## src/rtl/vend_pkg.sv

```systemverilog
// Shared types and default timing for the vending dispense sequencer.
// Holds the controller state encoding and the default parameter values.
package vend_pkg;

  typedef enum logic [2:0] {
    S_IDLE      = 3'd0,
    S_MOTOR     = 3'd1,
    S_WAIT_DROP = 3'd2,
    S_SOLENOID  = 3'd3,
    S_GAP       = 3'd4,
    S_FAULT     = 3'd5
  } vend_state_e;

  localparam int MOTOR_CYC_DEF = 50;
  localparam int SOL_CYC_DEF   = 20;
  localparam int DROP_TMO_DEF  = 1000;
  localparam int GAP_CYC_DEF   = 4;
  localparam int PEND_W_DEF    = 3;

  function automatic int max_of(input int a, input int b);
    return (a > b) ? a : b;
  endfunction

endpackage

```

## src/rtl/vend_pend_cnt.sv

```systemverilog
// Saturating up/down pending-job counter with a sticky drop flag.
// A request arriving at full scale is discarded and raises drop.
module vend_pend_cnt import vend_pkg::*; #(
  parameter int W = PEND_W_DEF
) (
  input  logic         sys_clk,
  input  logic         sys_rst,
  input  logic         inc,
  input  logic         dec,
  input  logic         drop_clr,
  output logic [W-1:0] cnt,
  output logic         drop
);

  localparam logic [W-1:0] MAX = '1;

  logic sat;
  logic up;
  logic dn;

  assign sat = (cnt == MAX);
  assign up  = inc & ~sat;
  assign dn  = dec & (cnt != '0);

  // count owed jobs; simultaneous up and down cancel
  always_ff @(posedge sys_clk) begin
    if (sys_rst)
      cnt <= '0;
    else if (up & ~dn)
      cnt <= cnt + 1'b1;
    else if (dn & ~up)
      cnt <= cnt - 1'b1;
  end

  // remember that a request was lost to saturation
  always_ff @(posedge sys_clk) begin
    if (sys_rst)
      drop <= 1'b0;
    else if (drop_clr)
      drop <= 1'b0;
    else if (inc & sat)
      drop <= 1'b1;
  end

endmodule

```

## src/rtl/vend_dispense_ctrl.sv

```systemverilog
// Actuator sequencer: queues cola/change pulses, runs motor and solenoid jobs.
// Optional macro VEND_DISPENSE_STATS_EN adds the po_vend_cnt sensed-drop counter.
module vend_dispense_ctrl import vend_pkg::*; #(
  parameter int MOTOR_CYC = MOTOR_CYC_DEF,
  parameter int SOL_CYC   = SOL_CYC_DEF,
  parameter int DROP_TMO  = DROP_TMO_DEF,
  parameter int GAP_CYC   = GAP_CYC_DEF,
  parameter int PEND_W    = PEND_W_DEF
) (
  input  logic              sys_clk,
  input  logic              sys_rst,
  input  logic              pi_cola_req,
  input  logic              pi_change_req,
  input  logic              pi_drop_sense,
  input  logic              pi_fault_clr,
  output logic              po_motor_en,
  output logic              po_solenoid_en,
  output logic              po_busy,
  output logic              po_fault,
  output logic [PEND_W-1:0] po_cola_pend,
  output logic [PEND_W-1:0] po_change_pend,
  output logic              po_req_drop
`ifdef VEND_DISPENSE_STATS_EN
  ,
  output logic [15:0]       po_vend_cnt
`endif
);

  localparam int TMAX = max_of(max_of(MOTOR_CYC, SOL_CYC),
                               max_of(DROP_TMO, GAP_CYC));
  localparam int TW   = $clog2(TMAX + 1);

  vend_state_e       state;
  vend_state_e       state_n;
  logic [TW-1:0]     tmr;
  logic [TW-1:0]     tmr_ld;
  logic              tmr_done;
  logic              seen;
  logic [PEND_W-1:0] cola_pend;
  logic [PEND_W-1:0] chg_pend;
  logic              cola_drop;
  logic              chg_drop;
  logic              start_cola;
  logic              start_chg;
  logic              motor_d;
  logic              sol_d;
  logic              busy_d;
  logic              fault_d;

  assign tmr_done   = (tmr == '0);
  assign start_cola = (state == S_IDLE) && (cola_pend != '0);
  assign start_chg  = (state == S_IDLE) && (cola_pend == '0)
                      && (chg_pend != '0);

  vend_pend_cnt #(.W(PEND_W)) u_cola_cnt (
    .sys_clk  (sys_clk),
    .sys_rst  (sys_rst),
    .inc      (pi_cola_req),
    .dec      (start_cola),
    .drop_clr (pi_fault_clr),
    .cnt      (cola_pend),
    .drop     (cola_drop)
  );

  vend_pend_cnt #(.W(PEND_W)) u_chg_cnt (
    .sys_clk  (sys_clk),
    .sys_rst  (sys_rst),
    .inc      (pi_change_req),
    .dec      (start_chg),
    .drop_clr (pi_fault_clr),
    .cnt      (chg_pend),
    .drop     (chg_drop)
  );

  assign po_cola_pend   = cola_pend;
  assign po_change_pend = chg_pend;
  assign po_req_drop    = cola_drop | chg_drop;

  // state, phase timer and early-sense flag
  always_ff @(posedge sys_clk) begin
    if (sys_rst) begin
      state <= S_IDLE;
      tmr   <= '0;
      seen  <= 1'b0;
    end else begin
      state <= state_n;
      if (state_n != state)
        tmr <= tmr_ld;
      else if (!tmr_done)
        tmr <= tmr - 1'b1;
      if (state_n == S_MOTOR && state != S_MOTOR)
        seen <= 1'b0;
      else if (state == S_MOTOR && pi_drop_sense)
        seen <= 1'b1;
    end
  end

  // next state: cans before change, one job at a time
  always_comb begin
    state_n = state;
    unique case (state)
      S_IDLE: begin
        if (start_cola)
          state_n = S_MOTOR;
        else if (start_chg)
          state_n = S_SOLENOID;
      end
      S_MOTOR: begin
        if (tmr_done)
          state_n = S_WAIT_DROP;
      end
      S_WAIT_DROP: begin
        if (seen | pi_drop_sense)
          state_n = S_GAP;
        else if (tmr_done)
          state_n = S_FAULT;
      end
      S_SOLENOID: begin
        if (tmr_done)
          state_n = S_GAP;
      end
      S_GAP: begin
        if (tmr_done)
          state_n = S_IDLE;
      end
      S_FAULT: begin
        if (pi_fault_clr)
          state_n = S_IDLE;
      end
      default: state_n = S_IDLE;
    endcase
  end

  // timer reload value for the state being entered
  always_comb begin
    tmr_ld = '0;
    unique case (state_n)
      S_MOTOR:     tmr_ld = TW'(MOTOR_CYC - 1);
      S_WAIT_DROP: tmr_ld = TW'(DROP_TMO - 1);
      S_SOLENOID:  tmr_ld = TW'(SOL_CYC - 1);
      S_GAP:       tmr_ld = TW'(GAP_CYC - 1);
      default:     tmr_ld = '0;
    endcase
  end

  // output decode from the upcoming state
  always_comb begin
    motor_d = (state_n == S_MOTOR);
    sol_d   = (state_n == S_SOLENOID);
    busy_d  = (state_n != S_IDLE);
    fault_d = (state_n == S_FAULT);
  end

  // registered actuator and status outputs
  always_ff @(posedge sys_clk) begin
    if (sys_rst) begin
      po_motor_en    <= 1'b0;
      po_solenoid_en <= 1'b0;
      po_busy        <= 1'b0;
      po_fault       <= 1'b0;
    end else begin
      po_motor_en    <= motor_d;
      po_solenoid_en <= sol_d;
      po_busy        <= busy_d;
      po_fault       <= fault_d;
    end
  end

`ifdef VEND_DISPENSE_STATS_EN
  // count cans confirmed by the drop sensor
  always_ff @(posedge sys_clk) begin
    if (sys_rst)
      po_vend_cnt <= '0;
    else if (state == S_WAIT_DROP && state_n == S_GAP)
      po_vend_cnt <= po_vend_cnt + 16'd1;
  end
`endif

endmodule

```

## config.mk

```make
export PLATFORM = sky130hd
export DESIGN_NAME = vend_dispense_ctrl
export DESIGN_NICKNAME = d
export VERILOG_FILES = /design/src/rtl/vend_pkg.sv /design/src/rtl/vend_pend_cnt.sv /design/src/rtl/vend_dispense_ctrl.sv
export SDC_FILE = /design/constraint.sdc
export NUM_CORES = 1
export LEC_CHECK = 0
export ABC_AREA = 1
export ABC_CLOCK_PERIOD_IN_PS = 5180
export CORE_MARGIN = 4
export CORE_UTILIZATION = 59
export DETAILED_ROUTE_END_ITERATION = 7
export GPL_ROUTABILITY_DRIVEN = 1
export PLACE_DENSITY = 0.83
export REMOVE_ABC_BUFFERS = 1
export SYNTH_ARGS = -nofsm -noshare
export SYNTH_HDL_FRONTEND = slang
export SYNTH_SLANG_ARGS = --single-unit
```

## constraint.sdc

```tcl
create_clock -name sys_clk -period 5.18 [get_ports sys_clk]
set_clock_uncertainty 0.05 [all_clocks]
set_input_delay 1.036 -clock sys_clk [delete_from_list [all_inputs] [get_ports sys_clk]]
set_output_delay 1.036 -clock sys_clk [all_outputs]
set_load 0.02 [all_outputs]
```

# ---- Word-level counts from Yosys, hierarchy flattened
# Index checks and enable logic that the tools add are counted.
dict set report totals {
  inputBits 6
  ff_bits 26
  output_inout_bits 11
  wordCells 80
}
dict set report op_classes {
  muxes 16
  addsub 5
  n_eq_ne 15
  bitwise 18
  n_reduce_logical 15
}
# cell n
set ops {}
lappend ops {{10-bit one-hot mux with 4 select lines} 1}
lappend ops {{3-bit two-way mux} 12}
lappend ops {{10-bit two-way mux} 2}
lappend ops {{3-bit == test (second input constant)} 6}
lappend ops {{3-bit one-hot mux with 6 select lines} 1}
lappend ops {{3-bit by 2-bit == test with 1-bit output (second input constant)} 4}
lappend ops {{1-bit bitwise AND} 10}
lappend ops {{10-bit zero test} 1}
lappend ops {{10-bit by 1-bit subtractor with 10-bit output (second input constant)} 1}
lappend ops {{3-bit nonzero test} 3}
lappend ops {{3-bit by 1-bit adder with 3-bit output (second input constant)} 2}
lappend ops {{3-bit by 1-bit == test with 1-bit output (second input constant)} 2}
lappend ops {{3-bit zero test} 2}
lappend ops {{1-bit NOT} 6}
lappend ops {{3-bit by 1-bit subtractor with 3-bit output (second input constant)} 2}
lappend ops {{1-bit logical AND} 5}
lappend ops {{2-bit nonzero test} 2}
lappend ops {{2-bit OR reduction} 2}
lappend ops {{3-bit by 1-bit != test with 1-bit output (second input constant)} 1}
lappend ops {{3-bit != test} 1}
lappend ops {{2-bit by 1-bit != test with 1-bit output (second input constant)} 1}
lappend ops {{1-bit OR} 2}

# ---- Longest topological paths before layout
dict set report depth {
  ltp_word 9
  depth_mapped 15
  ltp_nobuf 15
}

# ---- Modules after synthesis
# From an unflattened synthesis, not the netlist that was laid out.
dict set report hier_totals {
  hier_cells 245
  hier_area_um2 1725.4
}
# mod area_per_inst_um2 cells_per_inst instances seq_area_each_um2
set by_module_without_submodules {}
lappend by_module_without_submodules {vend_dispense_ctrl 1262.5 181 1 360.3}
lappend by_module_without_submodules {vend_pend_cnt 231.5 32 2 80.1}

# ---- Worst setup path before layout
# No wires, ideal clock.
dict set report synth_path {
  path_type {input to register}
  startpoint {input pi_cola_req}
  endpoint {register u_cola_cnt.cnt[2]}
  t_arrival_ps 2074
  path_buffers 0
  setup_ps 122
  slack_ps 2934
  required_ps 5008
  cell_stages 9
  path_cell_list {nand2_1 inv_1 ha_1 inv_1 fa_1 a21oi_1 o21ai_0 o21ai_0 a21oi_1}
}
dict set report synth_between {
  elab_chain_len 4
  elab_cells_between_ends 6
  classes_between {mux: 1; bitwise: 4; reduce/logical: 1}
}
# element line_no
set synth_rtl {}
lappend synth_rtl {{start, declared} vend_dispense_ctrl.sv:12} ;# input logic pi_cola_req,
lappend synth_rtl {{1-bit bitwise AND *} vend_pend_cnt.sv:22} ;# assign up = inc & ~sat;
lappend synth_rtl {{1-bit NOT} vend_pend_cnt.sv:31} ;# else if (dn & ~up)
lappend synth_rtl {{1-bit bitwise AND} vend_pend_cnt.sv:31}
lappend synth_rtl {{2-bit nonzero test (no line)} --}
lappend synth_rtl {{end signal, assigned} vend_pend_cnt.sv:30} ;# cnt <= cnt + 1'b1;
lappend synth_rtl {{end signal, assigned} vend_pend_cnt.sv:32} ;# cnt <= cnt - 1'b1;
lappend synth_rtl {{end, declared} vend_pend_cnt.sv:11} ;# output logic [W-1:0] cnt,
# Mark *: on every way between the ends. The rest lies on a longest branch, timed or not.
# A chain may end at the register's enable or synchronous reset.

# ---- Worst setup path in the final report
dict set report layout_path {
  startpoint {register u_cola_cnt.cnt[0]}
  endpoint {output po_cola_pend[0]}
}
# element line_no
set layout_rtl {}
lappend layout_rtl {{end, declared} vend_dispense_ctrl.sv:20} ;# output logic [PEND_W-1:0] po_cola_pend,
# No word-level cell between the ends.

==> flow_summary.ini <==
[logic_synthesis]
yosysSeqAreaShare_pct = 34.24
syn_area_per_cell_um2 = 7.239
synthCells = 210
yosys-top-cells-count = 31 x nand2_1, 27 x inv_1, 26 x dfxtp_1, 22 x nor2_1, 15 x nand3_1
synth_edf_count = 0
synth_ff_type = dfxtp_1
synth_area_leaders = dfxtp_1 34%, nand2_1 7.7%, inv_1 6.7%
netlist_area_um2 = 1520
synth_largest_area_cell = dfxtp_1
synth_top_area_share_pct = 34.24
ys_ff_latch = 26
synth.distinct_cells = 30
ys_async_sr_fraction_pct = 0
yosysMostFrequentCell = nand2_1
ys_warn_count = 0

[cells_and_area]
drive_gt1_share_pct = 16.59
syn2layout_area_growth_pct = 15.14
multi_input_area_um2 = 862.1
seqCellArea_um2 = 520.5
antenna_cells = 0
nets = 241
finalCoreUtilization_pct = 70.66
stdcell_area_um2 = 1750
fillers = 202

[setup_path]
path_max_fanout = 7
worst_r2r_endpoint = u_cola_cnt.cnt[2]$_SDFFE_PP0P_
crit_slowest_cell = clkdlybuf4s50_1
rrSetupSlack_ps = 3060
crit_buf_inv = 1
required_ps = 4090
startpoint_type = flip-flop
regToRegStartpoint = state[0]$_SDFF_PP0_
cp_cell_sequence = clkdlybuf4s50_1
critPathMaxStageDelay_ps = 670
crit_path_start = u_cola_cnt.cnt[0]$_SDFFE_PP0P_
cp_top_family = buffers and inverters
path_class = reg2out
cp-end-kind = primary output
rr_worst_depth = 11
critPathArrivalTime_ps = 1560

[die]
coreArea_um2 = 2477
ioPinCount = 17
start_util_pct = 61.36
fp.dieW_um = 58.76
die_h_um = 58.76
std_cell_rows = 18
dieArea_um2 = 3453

[cts]
clkSinkCount = 26
ctsHoldBuffers = 0
cts_setup_buffers = 0
path_clk_slew_ps = 150
clockBufferDepth = 2
numCtsBuffers = 3
cts_resized = 0
tritoncts = done
clockRootBuffer = clkbuf_4
cts_max_level = 1
clock_latency_ps = 330

[min_path]
holdPathEnd = u_cola_cnt.drop$_SDFFE_PP0P_
hold_path_depth = 2
hold_start = u_cola_cnt.drop$_SDFFE_PP0P_
hold_path.class = reg2reg

[global_routing]
grt.total_usage_pct = 20.85
antenna_found_initial = 0
grt_max_degree = 15
grt_pass1_vias = 1337
grt_pass1_wl_um = 5664
overflow = 0

[place]
dp_hpwl_um = 2550
io_buffers = 16
place_area_um2 = 1714
gp_congestion = 0.8658

[timing]
tightest_slew_ps = 548.5
finalHoldViolations = 0
period_needed_ps = 2641
setup_tns_ps = 0
clock.fmax_mhz = 378.6
slew_headroom_pct = 63.32
rsz0062_at_grt = no
timing.final.max_slew_violations = 0
setup_viol = 0
finalCritPeriodShare_pct = 50.99

[route]
routed_via_density = 5.409
wirelength_um = 3314
detail-route-antenna-nets = 0
drt_iter0_drc = 42
num_vias = 1401
first_pass_iters = 4
drc_errors = 0
wl_per_cell_um = 12.80

[status]
outcome = finished clean

[run]
maxCapViolCount = 0
-- kinds of logic (layout without fill, tap and decap cells) --
family                   count (synthesis)  in the layout  synth area share (%)
AO/OA/AOI/OAI                           35             35                 13.00
XOR/XNOR                                 7              7                 4.033
adder cells (fa/ha/maj)                  5              5                 5.103
buffers and inverters                   36             55                 9.054
flip-flops                              26             26                 34.24
AND/OR/NAND/NOR                        101            101                 34.57
-- worst reg2reg max path: stages (launching register included) --
cell	delay, ps
dfxtp_1	490
nor2_1	110
nand2_1	130
nor2_1	80
inv_1	70
ha_1	130
inv_1	60
fa_1	380
a21oi_1	150
o21ai_0	120
o21ai_0	200
a21oi_1	60
-- state kept, by name (all words and copies together) (netlist names), 3 cells and up --
signal / flops
tmr: 10
u_chg_cnt.cnt: 3
u_cola_cnt.cnt: 3
state: 3
-- layer usage --
metal	routed length, um	part of all wire [%]	vias to the layer above	global-route usage [%]
li1	-	-	713	-
met1	1414	43	648	24.90
met2	1726	52	33	36.91
met3	122	3.7	7	4.386
met4	51	1.5	0	6.796
met5	0	0	-	0
-- worst max-delay path by stage --
stage	cells past startpoint	to
2_1_floorplan	9	u_cola_cnt.cnt[2]$_SDFFE_PP0P_
3_3_place_gp	10	u_chg_cnt.cnt[2]$_SDFFE_PP0P_
3_5_place_dp	10	u_cola_cnt.cnt[2]$_SDFFE_PP0P_
4_1_cts	1	po_cola_pend[1]
5_1_grt	1	po_cola_pend[0]
6_report	1	po_cola_pend[0]
-- placed cells by master, fill, tap and decap left out, types with 2 or more instances in the layout --
cell type        count
clkbuf_4             3
ha_1                 3
o21ai_1              3
nand2_4              2
nor2_1              22
nor3_1               5
a21oi_1             13
xnor2_1              2
clkdlybuf4s50_1     16
fa_1                 2
a31oi_1              2
dfxtp_1             26
nor4_1               2
nand4_1              4
o21ai_0             11
nand2_2              8
nor2_2               4
inv_1               27
a21oi_2              4
nand3_1             15
xor2_1               5
nand3_2              3
inv_2                7
o21a_1               2
nand2_1             31
-- stage by stage --
| step | std cells | hold slack (ps) | worst slack [ps] |
|---|---|---|---|
| 6_report | 259 | 420.8 | 2539 |
| 3_3_place_gp | 255 | 390.0 | 2401 |
| 4_1_cts | 259 | 420.8 | 2544 |
| 3_5_place_dp | 255 | 401.3 | 2279 |
| 2_1_floorplan | 209 | 382.4 | 2934 |
| 5_1_grt | 259 | 446.6 | 2465 |
-- final cells by class --
class | count | share of cell area (%)
flip-flops and latches | 26 | 29.74
inverters | 35 | 7.648
multi-input cells | 148 | 49.25
repair buffers | 16 | 9.149
well taps | 30 | 2.144
clock buffers | 4 | 2.073
Power is not shown: default switching activity piles up to over one toggle a cycle in this logic, so the estimate is an artifact.
